$ cat config.mk
export PLATFORM = sky130hd
export DESIGN_NAME = seq_ula_controle_flat
export DESIGN_NICKNAME = d
export VERILOG_FILES = /design/src/rtl/seq_ula_controle_if.sv /design/src/rtl/seq_ula_controle.sv /design/src/flat_wrapper.sv
export SDC_FILE = /design/constraint.sdc
export NUM_CORES = 1
export LEC_CHECK = 0
export BUFFER_PORTS_ARGS = -buffer_cell sky130_fd_sc_hd__buf_2
export CORE_ASPECT_RATIO = 0.6
export CORE_MARGIN = 5
export CORE_UTILIZATION = 35
export CTS_BUF_LIST = sky130_fd_sc_hd__clkbuf_4 sky130_fd_sc_hd__clkbuf_8
export CTS_CLUSTER_DIAMETER = 60
export DETAILED_ROUTE_END_ITERATION = 8
export GPL_ROUTABILITY_DRIVEN = 0
export GPL_TIMING_DRIVEN = 0
export MAX_ROUTING_LAYER = met4
export PLACE_DENSITY = 0.53
export SLEW_MARGIN = 20
export SYNTH_ARGS = -nofsm -noshare
export SYNTH_HDL_FRONTEND = slang
export SYNTH_SLANG_ARGS = --single-unit
$ cat constraint.sdc
create_clock -name clk -period 4.4 [get_ports clk]
set_input_delay 0.88 -clock clk [delete_from_list [all_inputs] [get_ports clk]]
set_output_delay 0.88 -clock clk [all_outputs]
set_load 0.03 [all_outputs]
$ cat src/rtl/seq_ula_controle_if.sv
// Controller <-> host/ROM/ALU signal bundle.
// master drives requests and returns ROM/ALU data; slave is the controller.
interface seq_ula_controle_if;
  logic        start;
  logic [1:0]  op_sel;
  logic [8:0]  base_addr;
  logic [8:0]  rom_addr;
  logic [7:0]  rom_data;
  logic [15:0] alu_a;
  logic [15:0] alu_b;
  logic        alu_op;
  logic [15:0] alu_y;
  logic [15:0] result;
  logic [15:0] remainder;
  logic [7:0]  iter_count;
  logic        busy;
  logic        done;
  logic        div_zero;

  modport master (
    output start, op_sel, base_addr, rom_data, alu_y,
    input  rom_addr, alu_a, alu_b, alu_op, result, remainder, iter_count, busy, done, div_zero
  );

  modport slave (
    input  start, op_sel, base_addr, rom_data, alu_y,
    output rom_addr, alu_a, alu_b, alu_op, result, remainder, iter_count, busy, done, div_zero
  );
endinterface

$ cat src/rtl/seq_ula_controle.sv
// Sequential arithmetic controller: fetches two ROM bytes, then add/sub/mul/div via an external add/sub ALU.
// Latency start->done: add/sub 4, mul 3+max(B,1), div 4+quotient; start ignored while busy.
module seq_ula_controle (
  input  logic               clk,
  input  logic               reset,
  seq_ula_controle_if.slave  bus
);

  typedef enum logic [2:0] {IDLE, LOAD_A, LOAD_B, CAPT_B, EXEC, DONE} state_t;

  state_t      state;
  logic [1:0]  op;
  logic [8:0]  base;
  logic [7:0]  a_reg;
  logic [7:0]  b_reg;
  logic [15:0] acc;

  logic [15:0] a_ext;
  logic [15:0] b_ext;
  logic [15:0] rom_ext;
  logic [8:0]  iter_next;
  logic        last_mul;
  logic        y_ge_b;

  assign a_ext     = {8'd0, a_reg};
  assign b_ext     = {8'd0, b_reg};
  assign rom_ext   = {8'd0, bus.rom_data};
  assign iter_next = {1'b0, bus.iter_count} + 9'd1;
  assign last_mul  = (iter_next == {1'b0, b_reg});
  assign y_ge_b    = (bus.alu_y >= b_ext);

  // ALU operands are registered one cycle ahead, so each EXEC step also prepares the next step's operands.
  always_ff @(posedge clk or posedge reset) begin
    if (reset) begin
      state          <= IDLE;
      op             <= 2'd0;
      base           <= 9'd0;
      a_reg          <= 8'd0;
      b_reg          <= 8'd0;
      acc            <= 16'd0;
      bus.rom_addr   <= 9'd0;
      bus.alu_a      <= 16'd0;
      bus.alu_b      <= 16'd0;
      bus.alu_op     <= 1'b0;
      bus.result     <= 16'd0;
      bus.remainder  <= 16'd0;
      bus.iter_count <= 8'd0;
      bus.busy       <= 1'b0;
      bus.done       <= 1'b0;
      bus.div_zero   <= 1'b0;
    end else begin
      bus.done <= 1'b0;
      case (state)
        IDLE: begin
          if (bus.start) begin
            op             <= bus.op_sel;
            base           <= bus.base_addr;
            bus.result     <= 16'd0;
            bus.remainder  <= 16'd0;
            bus.iter_count <= 8'd0;
            bus.div_zero   <= 1'b0;
            bus.busy       <= 1'b1;
            bus.rom_addr   <= bus.base_addr;
            state          <= LOAD_A;
          end
        end
        LOAD_A: begin
          bus.rom_addr <= base + 9'd1;
          state        <= LOAD_B;
        end
        LOAD_B: begin
          a_reg        <= bus.rom_data;
          bus.rom_addr <= 9'd0;
          state        <= CAPT_B;
        end
        CAPT_B: begin
          b_reg <= bus.rom_data;
          state <= EXEC;
          case (op)
            2'b00, 2'b01: begin
              acc        <= 16'd0;
              bus.alu_a  <= a_ext;
              bus.alu_b  <= rom_ext;
              bus.alu_op <= op[0];
            end
            2'b10: begin
              acc <= 16'd0;
              if (bus.rom_data != 8'd0) begin
                bus.alu_a  <= 16'd0;
                bus.alu_b  <= a_ext;
                bus.alu_op <= 1'b0;
              end
            end
            default: begin
              acc <= a_ext;
              if (bus.rom_data != 8'd0 && a_reg >= bus.rom_data) begin
                bus.alu_a  <= a_ext;
                bus.alu_b  <= rom_ext;
                bus.alu_op <= 1'b1;
              end
            end
          endcase
        end
        EXEC: begin
          case (op)
            2'b00, 2'b01: begin
              bus.result <= bus.alu_y;
              bus.alu_a  <= 16'd0;
              bus.alu_b  <= 16'd0;
              bus.alu_op <= 1'b0;
              bus.done   <= 1'b1;
              state      <= DONE;
            end
            2'b10: begin
              if (b_reg == 8'd0) begin
                bus.done <= 1'b1;
                state    <= DONE;
              end else begin
                acc            <= bus.alu_y;
                bus.iter_count <= iter_next[7:0];
                bus.alu_a      <= bus.alu_y;
                if (last_mul) begin
                  bus.result <= bus.alu_y;
                  bus.alu_a  <= 16'd0;
                  bus.alu_b  <= 16'd0;
                  bus.done   <= 1'b1;
                  state      <= DONE;
                end
              end
            end
            default: begin
              if (b_reg == 8'd0) begin
                bus.div_zero  <= 1'b1;
                bus.result    <= 16'hFFFF;
                bus.remainder <= a_ext;
                bus.done      <= 1'b1;
                state         <= DONE;
              end else if (acc >= b_ext) begin
                acc            <= bus.alu_y;
                bus.iter_count <= iter_next[7:0];
                if (y_ge_b) begin
                  bus.alu_a <= bus.alu_y;
                end else begin
                  bus.alu_a  <= 16'd0;
                  bus.alu_b  <= 16'd0;
                  bus.alu_op <= 1'b0;
                end
              end else begin
                bus.result    <= {8'd0, bus.iter_count};
                bus.remainder <= acc;
                bus.done      <= 1'b1;
                state         <= DONE;
              end
            end
          endcase
        end
        DONE: begin
          bus.busy <= 1'b0;
          state    <= IDLE;
        end
        default: state <= IDLE;
      endcase
    end
  end

endmodule

$ cat src/flat_wrapper.sv
// flat-port wrapper written by rule: the top's interface ports become plain ports
module seq_ula_controle_flat 
  (clk, reset, bus_start, bus_op_sel, bus_base_addr, bus_rom_data, bus_alu_y, bus_rom_addr, bus_alu_a, bus_alu_b, bus_alu_op, bus_result, bus_remainder, bus_iter_count, bus_busy, bus_done, bus_div_zero);
  seq_ula_controle_if bus_i ();
  input  logic clk;
  input  logic reset;
  input wire logic [$bits(bus_i.start)-1:0] bus_start;
  input wire logic [$bits(bus_i.op_sel)-1:0] bus_op_sel;
  input wire logic [$bits(bus_i.base_addr)-1:0] bus_base_addr;
  input wire logic [$bits(bus_i.rom_data)-1:0] bus_rom_data;
  input wire logic [$bits(bus_i.alu_y)-1:0] bus_alu_y;
  output wire logic [$bits(bus_i.rom_addr)-1:0] bus_rom_addr;
  output wire logic [$bits(bus_i.alu_a)-1:0] bus_alu_a;
  output wire logic [$bits(bus_i.alu_b)-1:0] bus_alu_b;
  output wire logic [$bits(bus_i.alu_op)-1:0] bus_alu_op;
  output wire logic [$bits(bus_i.result)-1:0] bus_result;
  output wire logic [$bits(bus_i.remainder)-1:0] bus_remainder;
  output wire logic [$bits(bus_i.iter_count)-1:0] bus_iter_count;
  output wire logic [$bits(bus_i.busy)-1:0] bus_busy;
  output wire logic [$bits(bus_i.done)-1:0] bus_done;
  output wire logic [$bits(bus_i.div_zero)-1:0] bus_div_zero;
  assign bus_i.start = bus_start;
  assign bus_i.op_sel = bus_op_sel;
  assign bus_i.base_addr = bus_base_addr;
  assign bus_i.rom_data = bus_rom_data;
  assign bus_i.alu_y = bus_alu_y;
  assign bus_rom_addr = bus_i.rom_addr;
  assign bus_alu_a = bus_i.alu_a;
  assign bus_alu_b = bus_i.alu_b;
  assign bus_alu_op = bus_i.alu_op;
  assign bus_result = bus_i.result;
  assign bus_remainder = bus_i.remainder;
  assign bus_iter_count = bus_i.iter_count;
  assign bus_busy = bus_i.busy;
  assign bus_done = bus_i.done;
  assign bus_div_zero = bus_i.div_zero;
  seq_ula_controle u_core (.clk(clk), .reset(reset), .bus(bus_i));
endmodule
# Word level (Yosys, flattened, before mapping)
# Cells that the tools add are included.
# classes
n_mux,72
n_lt_le_gt_ge,3
n_reduce_logical,23
shift,0
div_mod_pow,0
n_addsub,2
n_eq_ne,27
n_bitwise,0
multipliers,0
# ops
op,n
$mux W16,25
$pmux W16 S2,11
$mux W8,5
$ge A16 B8 Y1,2
$pmux W8 S2,2
$pmux W9 S3,1
$mux W3,5
$pmux W3 S5,1
$mux W1,14
$pmux W1 S2,6
$reduce_and A4 Y1,3
$ne A2 B2 Y1 const B,5
$reduce_and A5 Y1,2
$add A8 B1 Y9 const B,1
$add A9 B1 Y9 const B,1
$eq A9 B8 Y1,1
$mux W9,1
$ne A3 B2 Y1 const B,3
$ne A3 B3 Y1 const B,3
$ge A8 B8 Y1,1
$logic_not A8 Y1,1
$ne A4 B1 Y1 const B,2
$reduce_and A8 Y1,1
$reduce_bool A8 Y1,1
other kinds (22),29
# word_totals
mem_count,0
romBits,0
ff_bits,131
latch_bits,0
ram_bits,0

# Longest topological paths before layout
# depth
depth_word,6
ltp_mapped,11
depth_no_buf,9

# Worst setup path after synthesis
# OpenSTA, ideal clock, no wires.
# synth_path
path_type,register to register
start,register u_core.bus.iter_count[1]
end,register u_core.bus.result[0]
arrival_time_ns,2.430
setup_ns,0.125
t_required_ns,4.275
period_less_slack_ns,2.555
stages_incl_launch_ff,9
setup_slack_ns,1.845
cell_sequence,dfrtp_1 > ha_1 > xor2_1 > nor3_1 > nand4_2 > o311ai_4 > o211ai_4 > buf_6 > mux2_4
# synth_via
elab_chain_cells,4
# synth_lines
item,line_no,source
"start, declared",seq_ula_controle_if.sv:27,"output rom_addr, alu_a, alu_b, alu_op, result, remainder, iter_count, busy, done, div_zero"
"start signal, assigned",seq_ula_controle.sv:120,bus.iter_count <= iter_next[7:0];
"start signal, assigned",seq_ula_controle.sv:140,bus.iter_count <= iter_next[7:0];
$add A8 B1 Y9,seq_ula_controle.sv:28,"assign iter_next = {1'b0, bus.iter_count} + 9'd1;"
$eq A9 B8 Y1,seq_ula_controle.sv:29,"assign last_mul = (iter_next == {1'b0, b_reg});"
$ne A3 B2 Y1 (no line),-,
$reduce_and A5 Y1 (no line),-,
"end signal, assigned",seq_ula_controle.sv:107,bus.result <= bus.alu_y;
"end signal, assigned",seq_ula_controle.sv:123,bus.result <= bus.alu_y;
"end signal, assigned",seq_ula_controle.sv:149,"bus.result <= {8'd0, bus.iter_count};"
"end, declared",seq_ula_controle_if.sv:27,
# No other way between the ends.
# A chain may end at the register's enable or synchronous reset.

# Worst setup path after layout
# layout_path
start,register u_core.b_reg[5]
end,register u_core.acc[3]
# layout_via
elab_chain_cells,3
word_cells_on_any_way,5
# layout_lines
item,line_no,source
"start, declared",seq_ula_controle.sv:15,logic [7:0] b_reg;
"start signal, assigned",seq_ula_controle.sv:77,b_reg <= bus.rom_data;
$ge A16 B8 Y1 or $logic_not A8 Y1 (tied branches),"seq_ula_controle.sv:138, seq_ula_controle.sv:115, seq_ula_controle.sv:132",
$ne A3 B1 Y1 (no line) or $ne A2 B2 Y1 (tied branches),-,
$reduce_and A4 Y1 (no line) (*),-,
"end signal, assigned",seq_ula_controle.sv:95,acc <= a_ext;
"end signal, assigned",seq_ula_controle.sv:119,acc <= bus.alu_y;
"end signal, assigned",seq_ula_controle.sv:139,acc <= bus.alu_y;
"end, declared",seq_ula_controle.sv:16,logic [15:0] acc;
# Every way passes the cells marked *; elsewhere a longest branch is shown, timed or not.

==> impl_metrics.py <==
metrics = {
    "floorplanning": {
        "die_height_um": 115,
        "dieArea_mm2": 0.0213,
        "core_area_mm2": 0.0181,
        "rows": 38,
        "initial_utilization": 0.356,
        "dieWidth_um": 185,
        "boundaryPins": 123,
    },
    "cells_and_area": {
        "syn_to_final_growth_pct": 21.5,
        "fillers": 1787,
        "final_util": 0.432,
        "ff_latch_area_mm2": 0.00308,
        "multi_input_area_mm2": 0.00305,
        "diodes": 0,
        "drive_gt1_frac": 0.254,
        "final_nets": 851,
    },
    "routing": {
        "num_vias": 5538,
        "wirelength_mm": 19.6,
        "drtIter0Drc": 396,
        "met2_length_mm": 7.93,
        "first_pass_iters": 6,
        "wl_met3_mm": 1.57,
        "dr.max_layer_used": "met4",
        "via_per_inst": 5.33,
        "drc_errors": 0,
        "m1WireLength_mm": 9.84,
        "ant_nets": 0,
        "routedWlPerCell_um": 18.8,
    },
    "worst_setup_path": {
        "rrSetupSlack_ns": 1.02,
        "critPathArrivalTime_ns": 3.69,
        "rr_worst_depth": 10,
        "cp-end-kind": "flip-flop",
        "crit_fanout": 10,
        "start_kind": "flip-flop",
        "worstSetupPathType": "reg -> reg",
        "worstReg2RegEnd": "u_core.acc[3]",
        "crit_required_ns": 4.71,
        "r2r-start": "u_core.b_reg[5]",
    },
    "placed_design": {
        "dp_hpwl_mm": 15.1,
        "portBuffers": 114,
    },
    "power_and_ir_drop": {
        "ir_drop_mv": 0.364,
        "p_comb_frac": 0.457,
        "power_frac_seq": 0.344,
        "p_sw_frac": 0.456,
        "intPower_w": 0.00310,
        "clockPowerShare": 0.199,
        "p_sw_w": 0.00260,
        "leakage_nw": 3.81,
        "p_per_area_mw_per_mm2": 731,
    },
    "yosys": {
        "async_flop_share": 1.00,
        "synth_area_leader_cell": "dfrtp_1",
        "ys_seq_area_frac": 0.479,
        "synth_area_mm2": 0.00643,
        "synth_edf_count": 0,
        "synth.area.top_cells": "dfrtp_1 48%, ha_1 5.1%, mux2_2 4.4%",
        "netlist_instances": 646,
        "post_synth_num_cell_types": 56,
        "synth_top_area_frac": 0.479,
        "synth_seq_cells": 123,
        "ys_warn_count": 0,
        "synth_flop_cell": "dfrtp_1",
        "syn_area_per_cell_um2": 9.95,
    },
    "flow_run": {
        "maxCapViolations": 0,
    },
    "cts": {
        "post_cts_resize_count": 0,
        "cts_tree": "built",
        "cts_sinks": 123,
        "insertion_delay_ns": 0.43,
        "cts_buffers": 17,
        "post-cts-setup-buffers": 0,
        "clock_path_buffers": 2,
        "h-tree-depth": 4,
        "cts_root_buf": "clkbuf_8",
        "clkSlewWorstSetupHoldPaths_ns": 0.08,
        "cts_hold_buf": 0,
    },
    "worst_hold_path": {
        "min_path_type": "reg -> reg",
        "holdPathStages": 2,
        "hold_start": "u_core.bus.alu_a[3]",
        "min_to": "u_core.bus.alu_a[3]",
    },
    "sta": {
        "worst_pin_slew_ns": 0.711,
        "max_freq_mhz": 296,
        "slew_viol_final": 0,
        "finalCritPeriodShare": 0.769,
        "relSlewSlack": 0.523,
        "setup_violations": 0,
        "fin_hold_ws_ns": 0.482,
        "skew_ns": 0.0156,
        "period_minus_slack_ns": 3.38,
        "hold_viol_final": 0,
        "rsz0062_at_grt": "no",
    },
    "global_routing": {
        "grt_pass1_vias": 5522,
        "grt_pass1_wl_mm": 30.6,
        "antenna_found_initial": 0,
        "grt_util_all_layers": 0.191,
        "grt.overflow.total": 0,
        "grt_max_degree": 67,
    },
    "status": {
        "status": "finished clean",
    },
}
## kinds of logic (layout without fill, tap and decap cells)
kind of cell / after synthesis / after routing / synth area share
AOI/OAI and AO/OA: 168 / 168 / 0.175
xor gates and xnor gates: 15 / 15 / 0.0204
adders and majority gates: 26 / 26 / 0.0506
buffers and inverters: 71 / 218 / 0.0522
DFF: 123 / 123 / 0.479
muxes: 43 / 43 / 0.0734
other: 1 / 8 / 0.000583
and+or+nand+nor: 199 / 199 / 0.149
## cell usage after synthesis, drive strengths merged, types with 14 or more instances
master  count
a21oi      31
a22oi      16
and2       15
buf        20
clkbuf     21
dfrtp     123
ha         26
inv        30
mux2       27
mux2i      16
nand2      69
nand3      22
nor2       38
nor3       17
o21ai      55
o31ai      14
## worst max path at each step
| stage | from | end | slack [ns] | cells after the start |
|---|---|---|---|---|
| floorplan | reset | u_core.a_reg[0] | 0.25 | 1 |
| global placement | reset | u_core.bus.rom_addr[5] | -1.15 | 2 |
| detailed placement | u_core.b_reg[5] | u_core.acc[8] | 1.07 | 10 |
| CTS | u_core.b_reg[5] | u_core.acc[8] | 1.05 | 10 |
| global route | u_core.b_reg[5] | u_core.acc[4] | 0.77 | 10 |
| finish | u_core.b_reg[5] | u_core.acc[3] | 1.02 | 10 |
## metal layers
layer	GRT usage	vias to the layer above
met3	0.0500	23
met2	0.263	219
li1	-	2591
met4	0.0440	0
met5	-	-
met1	0.280	2705
## final cells by class
type / instances / area share
clock buffer: 19 / 0.0319
inverter: 30 / 0.0151
sequential: 123 / 0.394
tap: 240 / 0.0385
timing repair buffer: 115 / 0.0766
clock inverter: 13 / 0.0245
buffer: 41 / 0.0285
multi-input combinational: 459 / 0.391
## layout by cell type (no fill, tap or decap), types with 6 or more instances in the layout
cell       count
xnor2_1        8
o21ai_0       54
dfrtp_1      123
nand2_1       68
nand3_1       22
conb_1         8
buf_4         11
a21oi_1       31
nor2b_1        6
nor2_1        38
a221oi_1       8
mux2i_1       16
nor4_1         8
nor3_1        16
a22o_1         8
clkbuf_8      17
o31ai_1       13
and2_1        15
o2bb2ai_1      8
ha_1          26
inv_1         29
xor2_1         7
a22oi_1       16
mux2_2        25
buf_2        118
clkbuf_1      21
## stage by stage
| step | instances | instance area (um2) | power (W) | setup slack (ns) | setup TNS [ns] |
|---|---|---|---|---|---|
| after global placement | 1007 | 7320 | 0.00449 | -1.15 | -140.02 |
| after global routing | 1040 | 7810 | 0.00610 | 0.770 | 0 |
| after floorplan | 653 | 6450 | 0.00371 | 0.249 | 0 |
| final | 1040 | 7810 | 0.00571 | 1.02 | 0 |
| after detailed placement | 1008 | 7360 | 0.00457 | 1.07 | 0 |
| after CTS | 1040 | 7800 | 0.00573 | 1.05 | 0 |
## power by group through the flow
stage	sequential, W	combinational, W	clock (W)
after floorplan	0.00222	0.00149	0
after global placement	0.00195	0.00254	0
after detailed placement	0.00197	0.00260	0
after CTS	0.00195	0.00262	0.00116
after global routing	0.00201	0.00289	0.00120
final	0.00196	0.00261	0.00114
## critical path, stage by stage, from the launching register on
cell and delay (ns):
dfrtp_1 0.54, inv_1 0.11, ha_1 0.32, a2111oi_0 0.40, o21ai_0 0.18, a21oi_1 0.48, a211o_1 0.46, nand2_1 0.23
clkbuf_1 0.30, nor2_1 0.17, nor2_1 0.06
No activity file was read; power rests on OpenSTA's default activity.
